`src/rtl/timebase_pkg.sv`:
```
// Shared constants for the timebase generator: channel limit, default width,
// and the reset-time divide/cascade defaults.
package timebase_pkg;

    localparam int unsigned NCH_MAX = 8;
    localparam int unsigned CW_DEF  = 16;

    // ch0 occupies the least significant CW_DEF bits
    localparam logic [3*CW_DEF-1:0] DIV_INIT_DEF = {16'd1000, 16'd1000, 16'd100};
    localparam logic [NCH_MAX-1:0]  CASCADE_DEF  = 8'b0000_0110;

endpackage

```
`src/rtl/timebase_gen_if.sv`:
```
// Control/status bundle of the timebase generator: enable, clear, divide
// write port, tick outputs and the stretched reset.
interface timebase_gen_if #(
    parameter int unsigned NCH = 3,
    parameter int unsigned CW  = timebase_pkg::CW_DEF
);

    logic           en;
    logic           clr;
    logic           div_wr;
    logic [2:0]     div_sel;
    logic [CW-1:0]  div_val;
    logic [NCH-1:0] tick;
    logic           rst_hold;
    logic           ready;

    modport master (
        output en, clr, div_wr, div_sel, div_val,
        input  tick, rst_hold, ready
    );

    modport slave (
        input  en, clr, div_wr, div_sel, div_val,
        output tick, rst_hold, ready
    );

endinterface

```
`src/rtl/timebase_ch.sv`:
```
// One tick channel: event counter, active/pending divide registers and a
// registered tick. A divide of 0 parks the channel with its counter at 0.
module timebase_ch #(
    parameter int unsigned    CW      = 16,
    parameter logic [CW-1:0]  DIV_RST = '0
) (
    input  logic          clk_sys,
    input  logic          rst,
    input  logic          i_evt,
    input  logic          i_en,
    input  logic          i_clr,
    input  logic          i_wr,
    input  logic [CW-1:0] i_val,
    output logic          o_tick
);

    logic [CW-1:0] r_cnt;
    logic [CW-1:0] r_div;
    logic [CW-1:0] r_pend;
    logic          r_pend_vld;
    logic          r_tick;

    logic w_off;
    logic w_go;
    logic w_wrap;

    assign w_off  = (r_div == '0);
    assign w_go   = i_evt & i_en & ~w_off;
    assign w_wrap = w_go & (r_cnt == r_div - 1'b1);

    always_ff @(posedge clk_sys) begin
        if (rst) begin
            r_div      <= DIV_RST;
            r_pend     <= '0;
            r_pend_vld <= 1'b0;
        end else if (w_off && i_wr) begin
            // A parked channel has no period to protect: take the value now.
            r_div      <= i_val;
            r_pend_vld <= 1'b0;
        end else begin
            // A write landing on the wrap cycle stays pending until the next wrap.
            if (w_wrap && r_pend_vld) begin
                r_div      <= r_pend;
                r_pend_vld <= 1'b0;
            end
            if (i_wr) begin
                r_pend     <= i_val;
                r_pend_vld <= 1'b1;
            end
        end
    end

    always_ff @(posedge clk_sys) begin
        if (rst || i_clr || w_off) begin
            r_cnt  <= '0;
            r_tick <= 1'b0;
        end else if (w_wrap) begin
            r_cnt  <= '0;
            r_tick <= 1'b1;
        end else if (w_go) begin
            r_cnt  <= r_cnt + 1'b1;
            r_tick <= 1'b0;
        end else begin
            r_tick <= 1'b0;
        end
    end

    assign o_tick = r_tick;

endmodule

```
`src/rtl/timebase_gen.sv`:
```
// Multi-channel tick generator with optional channel cascading and a
// post-reset hold stretcher; channels are replicated timebase_ch instances.
module timebase_gen
    import timebase_pkg::*;
#(
    parameter int unsigned          NCH      = 3,
    parameter int unsigned          CW       = CW_DEF,
    parameter int unsigned          RST_HOLD = 16,
    parameter logic [NCH*CW-1:0]    DIV_INIT = DIV_INIT_DEF,
    parameter logic [NCH_MAX-1:0]   CASCADE  = CASCADE_DEF
) (
    input  logic          clk_sys,
    input  logic          rst,
    timebase_gen_if.slave bus
);

    localparam int unsigned HW = $clog2(RST_HOLD + 1);

    logic [HW-1:0]  r_hcnt;
    logic           r_hold;
    logic           w_cnt_en;
    logic [NCH-1:0] w_tick;

    always_ff @(posedge clk_sys) begin
        if (rst) begin
            r_hcnt <= '0;
            r_hold <= 1'b1;
        end else if (r_hold) begin
            if (r_hcnt == HW'(RST_HOLD - 1)) begin
                r_hold <= 1'b0;
            end else begin
                r_hcnt <= r_hcnt + 1'b1;
            end
        end
    end

    assign w_cnt_en = bus.en & ~r_hold & ~bus.clr;

    for (genvar k = 0; k < NCH; k++) begin : g_ch
        logic w_evt;
        logic w_wr;

        // Cascaded channels count the registered tick of the channel below.
        if (k == 0 || !CASCADE[k]) begin : g_free
            assign w_evt = 1'b1;
        end else begin : g_casc
            assign w_evt = w_tick[k-1];
        end

        assign w_wr = bus.div_wr && (bus.div_sel == 3'(k));

        timebase_ch #(
            .CW      (CW),
            .DIV_RST (DIV_INIT[k*CW +: CW])
        ) u_ch (
            .clk_sys (clk_sys),
            .rst     (rst),
            .i_evt   (w_evt),
            .i_en    (w_cnt_en),
            .i_clr   (bus.clr),
            .i_wr    (w_wr),
            .i_val   (bus.div_val),
            .o_tick  (w_tick[k])
        );
    end

    assign bus.tick     = w_tick;
    assign bus.rst_hold = r_hold;
    assign bus.ready    = ~r_hold;

endmodule
```
`src/flat_wrapper.sv`:
```
// flat-port wrapper written by rule: the top's interface ports become plain ports
module timebase_gen_flat import timebase_pkg::*;
#(
    parameter int unsigned          NCH      = 3,
    parameter int unsigned          CW       = CW_DEF,
    parameter int unsigned          RST_HOLD = 16,
    parameter logic [NCH*CW-1:0]    DIV_INIT = DIV_INIT_DEF,
    parameter logic [NCH_MAX-1:0]   CASCADE  = CASCADE_DEF
)
  (clk_sys, rst, bus_en, bus_clr, bus_div_wr, bus_div_sel, bus_div_val, bus_tick, bus_rst_hold, bus_ready);
  timebase_gen_if #(.NCH(NCH), .CW(CW)) bus_i ();
  input  logic clk_sys;
  input  logic rst;
  input wire logic [$bits(bus_i.en)-1:0] bus_en;
  input wire logic [$bits(bus_i.clr)-1:0] bus_clr;
  input wire logic [$bits(bus_i.div_wr)-1:0] bus_div_wr;
  input wire logic [$bits(bus_i.div_sel)-1:0] bus_div_sel;
  input wire logic [$bits(bus_i.div_val)-1:0] bus_div_val;
  output wire logic [$bits(bus_i.tick)-1:0] bus_tick;
  output wire logic [$bits(bus_i.rst_hold)-1:0] bus_rst_hold;
  output wire logic [$bits(bus_i.ready)-1:0] bus_ready;
  assign bus_i.en = bus_en;
  assign bus_i.clr = bus_clr;
  assign bus_i.div_wr = bus_div_wr;
  assign bus_i.div_sel = bus_div_sel;
  assign bus_i.div_val = bus_div_val;
  assign bus_tick = bus_i.tick;
  assign bus_rst_hold = bus_i.rst_hold;
  assign bus_ready = bus_i.ready;
  timebase_gen #(.NCH(NCH), .CW(CW), .RST_HOLD(RST_HOLD), .DIV_INIT(DIV_INIT), .CASCADE(CASCADE)) u_core (.clk_sys(clk_sys), .rst(rst), .bus(bus_i));
endmodule
```
`config.mk`:
```
export PLATFORM = sky130hd
export DESIGN_NAME = timebase_gen_flat
export DESIGN_NICKNAME = d
export VERILOG_FILES = /design/src/rtl/timebase_pkg.sv /design/src/rtl/timebase_gen_if.sv /design/src/rtl/timebase_ch.sv /design/src/rtl/timebase_gen.sv /design/src/flat_wrapper.sv
export SDC_FILE = /design/constraint.sdc
export NUM_CORES = 1
export LEC_CHECK = 0
export CORE_MARGIN = 5
export CORE_UTILIZATION = 30
export CTS_CLUSTER_DIAMETER = 200
export DETAILED_ROUTE_END_ITERATION = 7
export PLACE_DENSITY_LB_ADDON = 0.3
export SLEW_MARGIN = 20
export SYNTH_ARGS = -nofsm -noshare
export SYNTH_HDL_FRONTEND = slang
export SYNTH_SLANG_ARGS = --single-unit
```
`constraint.sdc`:
```
create_clock -name clk_sys -period 2.7 [get_ports clk_sys]
set_input_delay 0.54 -clock clk_sys [delete_from_list [all_inputs] [get_ports clk_sys]]
set_output_delay 0.54 -clock clk_sys [all_outputs]
set_load 0.005 [all_outputs]
```
==> Flow_metrics.wiki <==
{| class="wikitable"
! Metric !! Value
|-
| Hold-critical path depth || 2
|-
| Max Freq || 371 MHz
|-
| Area of combinational cells with multiple inputs || 5710 um2
|-
| Fill cells || 3030
|-
| Number of placed cells counting well taps || 1529
|-
| Per-cell routed wire length || 15.9 um
|-
| Path category of the worst min-delay check || reg -> reg
|-
| Count of hold buffers inserted by post-cts repair || 0
|-
| Share of the synthesized area in the top cell type || 35.0%
|-
| Static power due to leakage || 0.00417 uW
|-
| Total vias in the final route || 7957
|-
| Startpoint type of the worst setup path || flip-flop
|-
| Max-cap violations || 0
|-
| Port bufs || 28
|-
| Antenna-violating nets left || 0
|-
| First-pass GRT wire length || 40.7 mm
|-
| Dominant combinational cell family by area after synthesis || simple AND/OR/NAND/NOR gates
|-
| Synth Area in XOR/XNOR || 9.52%
|-
| Fraction of layout instances using a drive strength above 1 || 20.7%
|-
| Number of clock buffers inserted by TritonCTS || 17
|-
| Total Die Area || 33300 um2
|-
| Leading area contributor after synthesis || dfxtp_1
|-
| Peak VDD IR || 0.000502 V
|-
| TritonCTS clock tree || done
|-
| Reg2Reg Capture Point || u_core.g_ch[2].u_ch.r_cnt[5]
|-
| Async set-reset flop share out of synthesis || 0%
|-
| Shortest period the worst path allows || 2690 ps
|-
| Crit path required time || 3030 ps
|-
| Primary FF master, synth || dfxtp_1
|-
| Family of cells with the greatest summed delay on the critical path || simple AND/OR/NAND/NOR gates
|-
| Syn Nets || 1109
|-
| Beginning of the critical path || u_core.g_ch[2].u_ch.r_div[4]
|-
| Maximum number of pins on one net before global-route repair || 63
|-
| Number of hold violations in the final report || 0
|-
| Final weighted congestion in routability-driven placement || 0.844
|-
| CTS root buffer || clkbuf_16
|-
| Sum of negative setup slack || 0 ps
|-
| Clock insertion delay at the later pin of the skew report || 430 ps
|-
| Diode count || 0
|-
| Worst R2R Start || u_core.g_ch[2].u_ch.r_div[4]
|-
| Distinct cell type count of the synthesized netlist || 68
|-
| Slew at the pin with the worst max-slew slack || 707 ps
|-
| Detailed placement HPWL || 17.9 mm
|-
| Maximum buffer depth of the clock tree || 2
|-
| Number of failing setup endpoints in the final timing report || 0
|-
| Status || complete, no violations
|-
| Average vias per placed instance || 5.03
|-
| Max FO, Critical Path || 8
|-
| Starting density of the core || 30.3%
|-
| Slew margin rel. || 52.8%
|-
| DRC violations left || 0
|-
| Num rows || 63
|-
| Mean post-synth cell area || 8.28 um2
|-
| GRT Util Overall || 15.0%
|-
| Core region area || 29500 um2
|-
| Depth of the CTS H-tree || 4
|-
| R2R Setup Slk || 8 ps
|-
| Number of placed I/O pins || 29
|-
| Hold path startpoint || u_core.g_ch[1].u_ch.r_pend[6]
|-
| Final worst path period share || 99.7%
|-
| CP peak stage delay || 530 ps
|-
| Worst path most repeated cell || or4_4
|-
| First-pass iteration count of the detailed router || 5
|-
| Number of global-route vias before repair || 7629
|-
| Compound-cell area share of the yosys netlist || 12.1%
|-
| Relative area change from synthesis to final layout || 26.9%
|-
| Clk sink count || 156
|-
| DIE WIDTH || 182 um
|-
| Drt total wl || 25.2 mm
|-
| Worst EP arrival || 3020 ps
|-
| Cell count of the worst reg-to-reg path || 9
|-
| Area of all placed cells without fillers || 11300 um2
|-
| Slowest library cell on the worst path || or4_4
|-
| Post-Synthesis Cells || 1077
|-
| Unrepaired setup endpoints after global routing || true
|-
| Worst clock skew on the final layout || 9.48 ps
|-
| Buffers plus inverters on the worst setup path || 2
|-
| Sequential area share after synthesis || 35.0%
|-
| Total of flip-flops plus latches after synthesis || 156
|-
| Clock-pin slew of the registers on the worst-case setup and hold paths || 70 ps
|-
| Kind of capture point of the worst setup path || flip-flop
|-
| Count of cell instances traversed by the critical path || 9
|-
| Multiplexer area fraction after synthesis || 8.57%
|-
| Post-synthesis cell area || 8920 um2
|-
| Dominant cells by area after synthesis || dfxtp_1, mux2i_1, xnor2_1, nor2_1, nand2_1
|-
| Number of standard cells in the layout, taps in and fillers out || 1583
|-
| Area after detailed placement || 10300 um2
|-
| Total power divided by cell area || 450 nW/um2
|-
| Capturing element of the worst setup path || u_core.g_ch[2].u_ch.r_cnt[5]
|-
| Class of the most critical setup path || reg -> reg
|-
| Count of yosys warnings during synthesis || 0
|-
| Series of cell instances along the critical path || or4_4 -> or4_4 -> a21oi_2 -> nor2_2 -> or4_4 -> o21ai_4 -> buf_6 -> buf_16 -> nor2_2
|-
| Post-synth EDFFs || 0
|-
| Sequential Area || 3140 um2
|-
| Util after Layout || 38.4%
|-
| Die height || 182 um
|-
| Area share of fa/ha/maj cells after synthesis || 1.12%
|-
| Iter 0 DRT Violations || 443
|-
| Synthesized-area fraction occupied by and/or/nand/nor cells || 29.1%
|-
| Initial antenna violation count || 1
|-
| Worst-case hold slack || 459 ps
|-
| Overflow left after global routing || 0
|-
| NumNets Final || 1212
|-
| Number of pins exceeding their max-slew limit in the final report || 0
|}
-- area by class of cell --
cell class,instances,area share (%)
multi-input combinational,826,50.4
clock inverter,14,1.18
tap,390,4.31
timing repair buffer,154,11.7
sequential,156,27.8
inverter,25,0.829
clock buffer,18,3.79
-- synth_stat cells (9+ instances only) --
cell type / number
a21oi_1: 33
a311oi_1: 26
and3_1: 15
and4_1: 9
buf_2: 13
clkbuf_1: 45
dfxtp_1: 156
inv_1: 25
mux2_2: 11
mux2i_1: 64
nand2_1: 125
nand2b_1: 14
nand3_1: 17
nand4_1: 28
nor2_1: 134
nor2_2: 10
nor2b_1: 23
nor3_1: 37
nor4_1: 12
o211ai_1: 13
o31ai_1: 12
or4_1: 21
xnor2_1: 67
xor2_1: 30
-- routing by layer --
| metal | vias to the layer above | track usage (%) | wire length, um |
|---|---|---|---|
| met3 | 27 | 3.27 | 900 |
| met4 | 2 | 3.87 | 432 |
| met1 | 3753 | 20.2 | 12000 |
| li1 | 4050 | - | - |
| met5 | - | 0 | 13 |
| met2 | 125 | 24.4 | 11800 |
-- state kept, by name (all words and copies together) (netlist names) --
signal / cells
u_core.g_ch.u_ch.r_cnt: 48
u_core.g_ch.u_ch.r_div: 48
u_core.g_ch.u_ch.r_pend: 48
u_core.r_hcnt: 5
u_core.g_ch.u_ch.o_tick: 3
u_core.g_ch.u_ch.r_pend_vld: 3
u_core.bus.rst_hold: 1
-- worst min-delay path by stage --
| stage | endpoint | slack, ps |
|---|---|---|
| CTS | u_core.g_ch[1].u_ch.r_pend[9] | 460 |
| detailed placement | u_core.g_ch[1].u_ch.r_pend[9] | 450 |
| global route | u_core.g_ch[1].u_ch.r_pend[9] | 480 |
| finish | u_core.g_ch[1].u_ch.r_pend[6] | 460 |
| global placement | u_core.g_ch[1].u_ch.r_pend[9] | 440 |
| floorplan | u_core.g_ch[1].u_ch.r_pend[3] | 440 |
-- timing repair --
action	in CTS	in global routing
setup endpoints to repair	39	99
resized for setup	19	62
pin swaps	10	53
gates cloned	1	4
setup buffers	8	10
-- tightest hold or removal path: stages, from the launching register on --
cell and delay [ps]:
dfxtp_1 310, nand2_1 50, a21oi_1 50
-- report_power, final --
part	switching, uW	internal, uW
logic	207	162
clock network	1080	1290
registers	31.0	2330
total	1310	3780
-- metrics by stage --
stage / worst slack [ps] / power (uW)
floorplan: -3.73 / 2600
global placement: -295 / 2760
detailed placement: -322 / 2770
CTS: -60.9 / 5140
global route: -83.4 / 5290
finish: 8.04 / 5100
-- logic make-up after synthesis --
family,after synthesis
muxes,75
xor gates and xnor gates,97
adders and majority gates,8
buffers and inverters,96
and+or+nand+nor,499
DFF,156
AOI/OAI and AO/OA,146
-- placed cells by master, fill, tap and decap left out, types with 26 or more instances in the layout --
cell type	synthesis	final
a311oi_1	26	26
nand4_1	28	28
nor2_1	134	129
nand2_1	125	124
a21oi_1	33	32
clkdlybuf4s50_1	0	27
xor2_1	30	30
dfxtp_1	156	147
mux2i_1	64	64
xnor2_1	67	67
buf_4	5	113
nor3_1	37	35
(Power assumes the default switching activity.)
==> RTL edit 1: new RTL, same flow settings <==
`NCH` is set to 3 in 3 places; all go to 5.
--- a/src/rtl/timebase_gen_if.sv
+++ b/src/rtl/timebase_gen_if.sv
@@ -1,7 +1,7 @@
 // Control/status bundle of the timebase generator: enable, clear, divide
 // write port, tick outputs and the stretched reset.
 interface timebase_gen_if #(
-    parameter int unsigned NCH = 3,
+    parameter int unsigned NCH = 5,
     parameter int unsigned CW  = timebase_pkg::CW_DEF
 );
 
--- a/src/rtl/timebase_gen.sv
+++ b/src/rtl/timebase_gen.sv
@@ -3,7 +3,7 @@
 module timebase_gen
     import timebase_pkg::*;
 #(
-    parameter int unsigned          NCH      = 3,
+    parameter int unsigned          NCH      = 5,
     parameter int unsigned          CW       = CW_DEF,
     parameter int unsigned          RST_HOLD = 16,
     parameter logic [NCH*CW-1:0]    DIV_INIT = DIV_INIT_DEF,
--- a/src/flat_wrapper.sv
+++ b/src/flat_wrapper.sv
@@ -1,7 +1,7 @@
 // flat-port wrapper written by rule: the top's interface ports become plain ports
 module timebase_gen_flat import timebase_pkg::*;
 #(
-    parameter int unsigned          NCH      = 3,
+    parameter int unsigned          NCH      = 5,
     parameter int unsigned          CW       = CW_DEF,
     parameter int unsigned          RST_HOLD = 16,
     parameter logic [NCH*CW-1:0]    DIV_INIT = DIV_INIT_DEF,
Ports: changed (resized bus_tick); port bits go from 29 to 31. No check against the original RTL was run, so the function may have changed too.
==> RTL edit 1 against the unedited design <==
Largest power group is now the clock network. Clock skew up 4.3 ps. Critical path depth up 1. Global-route usage shrank 0.69 points. Setup slack got worse by 130 ps. The flow now finishes with violations (negative setup slack). Via count grew 50%. Cell area up 52%. Sequential cell count grew 100. Synthesized area rose by 54%. Routed wire length increased by 47%. Synthesized cell count up 56%. Power rose by 67%.
==> RTL edit 1: results (changes against the unedited design) <==
- Hold WC Path Type: input pin to flip-flop (was flip-flop to flip-flop)
- Routed met2 length: 16.8 mm (was 11.8 mm)
- Failing checks: negative setup slack
- Pre-CTS worst setup slack: -318 ps (was -322 ps)
- # H-tree levels: 1 (was 4)
- Mapped Avg Cell Area: 8.18 µm² (was 8.28 µm²)
- Netlist cell types: 71 (was 68)
- Uppermost layer routed: met4 (was met5)
- Final-layout clock buffer total: 45 (was 18)
- Arrival time worst endpoint: 3300 ps (was 3020 ps)
- Pleak: 0.00643 µW (was 0.00417 µW)
- # resized after CTS: 26 (was 19)
- CP max FO: 6 (was 8)
- Worst-margin pin slew: 720 ps (was 707 ps)
- Post-synth net total: 1717 (was 1109)
- Worst vdd ir: 0.453 mV (was 0.502 mV)
- Metal3 WL: 1.42 mm (was 900 µm)
- Largest registers: u_core.g_ch.u_ch.r_cnt x80, u_core.g_ch.u_ch.r_div x80, u_core.g_ch.u_ch.r_pend x80 (was u_core.g_ch.u_ch.r_cnt x48, u_core.g_ch.u_ch.r_div x48, u_core.g_ch.u_ch.r_pend x48)
- Grt met2 use: 0.235 (was 0.244)
- Max stage delay on crit path: 560 ps (was 530 ps)
- Power per Cell Area: 496 nW/µm² (was 450 nW/µm²)
- Vias in the first global route: 11477 (was 7629)
- Skew final: 13.7 ps (was 9.48 ps)
- Final setup fails: 33 (was 0)
- Num CTS Buffers: 29 (was 17)
- Placer Congestion: 0.801 (was 0.844)
- #FFs+latches synth: 256 (was 156)
- Worst-Skew Late Latency: 570 ps (was 430 ps)
- Status: finished, violations left (was complete, no violations)
- P_sw: 2020 µW (was 1310 µW)
- Largest net degree at the start of global routing: 96 (was 63)
- Layout area overhead: 24.9% (was 26.9%)
- Filler cells: 4597 (was 3030)
- Multi-input gates: 1281 (was 826)
- Fraction of layout cells with a size suffix above 1: 0.190 (was 0.207)
- Initial Utilization: 0.303 (about the same)
- Total GRT Usage: 0.143 (was 0.150)
- Tap Count: 600 (was 390)
- Seq pwr share: 0.451 (was 0.464)
- Initial antenna violation count: 0 (was 1)
- First-pass GRT wire length: 60.1 mm (was 40.7 mm)
- GR Util met3: 0.0207 (was 0.0327)
- Synth top area cells: dfxtp_1, mux2i_1, xnor2_1 (unchanged)
- Setup TNS: -2080 ps (was 0 ps)
- Final worst setup slack: -123 ps (was 8.04 ps)
- Total setup buffers inserted after CTS: 4 (was 8)
- Plain + repair buffers: 211 (was 154)
- Gate power share: 0.074 (was 0.072)
- Most common library cells after synthesis: dfxtp_1, nand2_1, nor2_1 (was dfxtp_1, nor2_1, nand2_1)
- Inverter count: 31 (was 25)
- Reg area: 5130 µm² (was 3140 µm²)
- WL met1: 17.7 mm (was 12.0 mm)
- Fin cells: 2433 (was 1583)
- Vias/cell: 4.91 (was 5.03)
RTL edit 1: cell types whose count changed after synthesis, sizes merged, moves of 25 or more:
| cell | before | now |
|---|---|---|
| clkbuf | 45 | 74 |
| nor2 | 144 | 244 |
| nand3 | 17 | 48 |
| mux2 | 11 | 36 |
| xnor2 | 67 | 106 |
| xor2 | 30 | 61 |
| a21oi | 34 | 86 |
| dfxtp | 156 | 256 |
| nand2 | 125 | 244 |
| mux2i | 64 | 103 |
RTL edit 1: worst paths after layout:
check             cells past startpoint  slack [ps]                             end                           start
setup / recovery                     10        -120   u_core.g_ch[1].u_ch.r_div[10]    u_core.g_ch[1].u_ch.r_div[9]
hold / removal                        2         230   u_core.g_ch[0].u_ch.r_div[11]                             rst
hold reg to reg                       2         450  u_core.g_ch[2].u_ch.r_pend[12]  u_core.g_ch[2].u_ch.r_pend[12]
setup reg to reg                     10        -120   u_core.g_ch[1].u_ch.r_div[10]    u_core.g_ch[1].u_ch.r_div[9]
==> RTL edit 2: new RTL, config.mk and constraints unchanged <==
Without the edit above. Reset style: asynchronous (`rst`), changed in 2 clocked blocks.
--- a/src/rtl/timebase_ch.sv
+++ b/src/rtl/timebase_ch.sv
@@ -28,7 +28,7 @@
     assign w_go   = i_evt & i_en & ~w_off;
     assign w_wrap = w_go & (r_cnt == r_div - 1'b1);
 
-    always_ff @(posedge clk_sys) begin
+    always_ff @(posedge clk_sys or posedge rst) begin
         if (rst) begin
             r_div      <= DIV_RST;
             r_pend     <= '0;
--- a/src/rtl/timebase_gen.sv
+++ b/src/rtl/timebase_gen.sv
@@ -21,7 +21,7 @@
     logic           w_cnt_en;
     logic [NCH-1:0] w_tick;
 
-    always_ff @(posedge clk_sys) begin
+    always_ff @(posedge clk_sys or posedge rst) begin
         if (rst) begin
             r_hcnt <= '0;
             r_hold <= 1'b1;
Formal check against the unedited RTL: same outputs for any inputs over 10 cycles, from zero or initial values and one cycle with rst high; that may be too few to reach the edited logic, so the function may still have changed.
==> RTL edit 2 against the unedited design <==
The flow now finishes with violations (negative setup slack). Cell area decreased by 3.9%. Sequential cell count unchanged. Synthesized area decreased by 4.2%. Clock skew increased by 4.6 ps. Routed wire length decreased by 9.7%. Via count decreased by 11%. First-iteration DRC count decreased by 1.4%. Non-clock buffer count decreased by 27. Global-route usage decreased by 0.36 points. Setup slack got worse by 470 ps. Die area decreased by 4.0%. Largest cell class unchanged.
Power is not compared: it rests on default switching activity, and its combinational part moved more than twofold at a synthesized area within 25%.
==> RTL edit 2: results (changes against the unedited design) <==
- Max stage delay on crit path: 600 ps (was 530 ps)
- Placer Congestion: 0.812 (was 0.844)
- Status: finished, violations left (was complete, no violations)
- Post-synth net total: 922 (was 1109)
- Fraction of layout cells with a size suffix above 1: 0.259 (was 0.207)
- Clock-cell share: 0.0564 (was 0.0497)
- WL met1: 10.8 mm (was 12.0 mm)
- Initial antenna violation count: 0 (was 1)
- Total wire length: 22.7 mm (was 25.2 mm)
- Cell count after placement: 1341 (was 1529)
- First-pass GRT wire length: 37.1 mm (was 40.7 mm)
- CP max FO: 9 (was 8)
- DP Wirelength: 16.3 mm (was 17.9 mm)
- Plain + repair buffers: 127 (was 154)
- Failing checks: negative setup slack
- Post-Synthesis Cells: 890 (was 1077)
- Multi-input gates: 666 (was 826)
- Area occupied by multi-input gates: 4910 µm² (was 5710 µm²)
- Filler cells: 2828 (was 3030)
- Synth top area cells: dfrtp_1, dfxtp_1, mux2_2 (was dfxtp_1, mux2i_1, xnor2_1)
- Arrival time worst endpoint: 3480 ps (was 3020 ps)
- Register area share after synthesis: 0.429 (was 0.350)
- FFs w/ async S/R, synth: 0.673 (was 0)
- Final worst setup slack: -464 ps (was 8.04 ps)
- Vias in the first global route: 6913 (was 7629)
- Most common library cells after synthesis: dfrtp_1, nor2_1, xor2_1 (was dfxtp_1, nor2_1, nand2_1)
- Starting DRT DRC Count: 437 (was 443)
- Final-layout clock buffer total: 23 (was 18)
- Worst-margin pin slew: 588 ps (was 707 ps)
- Skew final: 14.1 ps (was 9.48 ps)
- DR WL/cell: 16.5 µm (was 15.9 µm)
- Final setup fails: 34 (was 0)
- Hold WC Path Type: input pin to asynchronous set/reset pin (was flip-flop to flip-flop)
- Non-clk buf share: 0.105 (was 0.117)
- Netlist cell types: 65 (was 68)
- Most used DFF post-synth: dfrtp_1 (was dfxtp_1)
- Grt met2 use: 0.230 (was 0.244)
- Setup TNS: -13400 ps (was 0 ps)
- Uppermost layer routed: met4 (was met5)
- Final Util: 0.389 (was 0.384)
## RTL edit 2: final timing paths
kind / startpoint / endpoint / slack, ps / cells past startpoint
max: u_core.g_ch[0].u_ch.r_div[0] / u_core.g_ch[0].u_ch.r_div[4] / -460 / 9
min: rst / u_core.r_hcnt[4] / 410 / 2
max reg2reg: u_core.g_ch[0].u_ch.r_div[0] / u_core.g_ch[0].u_ch.r_div[4] / -460 / 9
min reg2reg: u_core.r_hcnt[3] / u_core.r_hcnt[3] / 470 / 1
max in group asynchronous: rst / u_core.g_ch[2].u_ch.r_div[5] / 1540 / 3
min in group clk_sys: u_core.r_hcnt[3] / u_core.r_hcnt[3] / 470 / 1
## RTL edit 2: power groups by stage
stage | clock [µW] | combinational [µW] | sequential, µW
after CTS | 2520 | 3020 | 3170
after global routing | 2610 | 3420 | 3240
after detailed placement | 0 | 2920 | 3220
after global placement | 0 | 2880 | 3200
final | 2470 | 3120 | 3190
after floorplan | 0 | 1920 | 3120
## RTL edit 2: through the flow
step           power, µW  setup WS, ps  hold WS (ps)
2_1_floorplan       5040          -504           438
3_3_place_gp        6080          -406           460
3_5_place_dp        6140          -428           470
4_1_cts             8720          -441           402
5_1_grt             9280          -544           415
6_report            8780          -464           409
## RTL edit 2: cells by family (layout without fill, tap and decap cells)
family                   count (synthesis)  count (layout)  share of synthesized area
AO/OA/AOI/OAI                          156             156                      0.126
XOR/XNOR                                96              96                     0.0984
adder cells (fa/ha/maj)                  8               8                     0.0117
buffers and inverters                   69             179                     0.0365
flip-flops                             156             156                      0.429
multiplexers                            70              70                     0.0892
AND/OR/NAND/NOR                        335             336                      0.209
## RTL edit 2: repair_timing
action                     CTS  global route
cloned                       2             0
hold buffers                 0             0
buffers inserted             2             4
pin swaps                    3            22
resized for setup           10            54
setup endpoints to repair   49           115
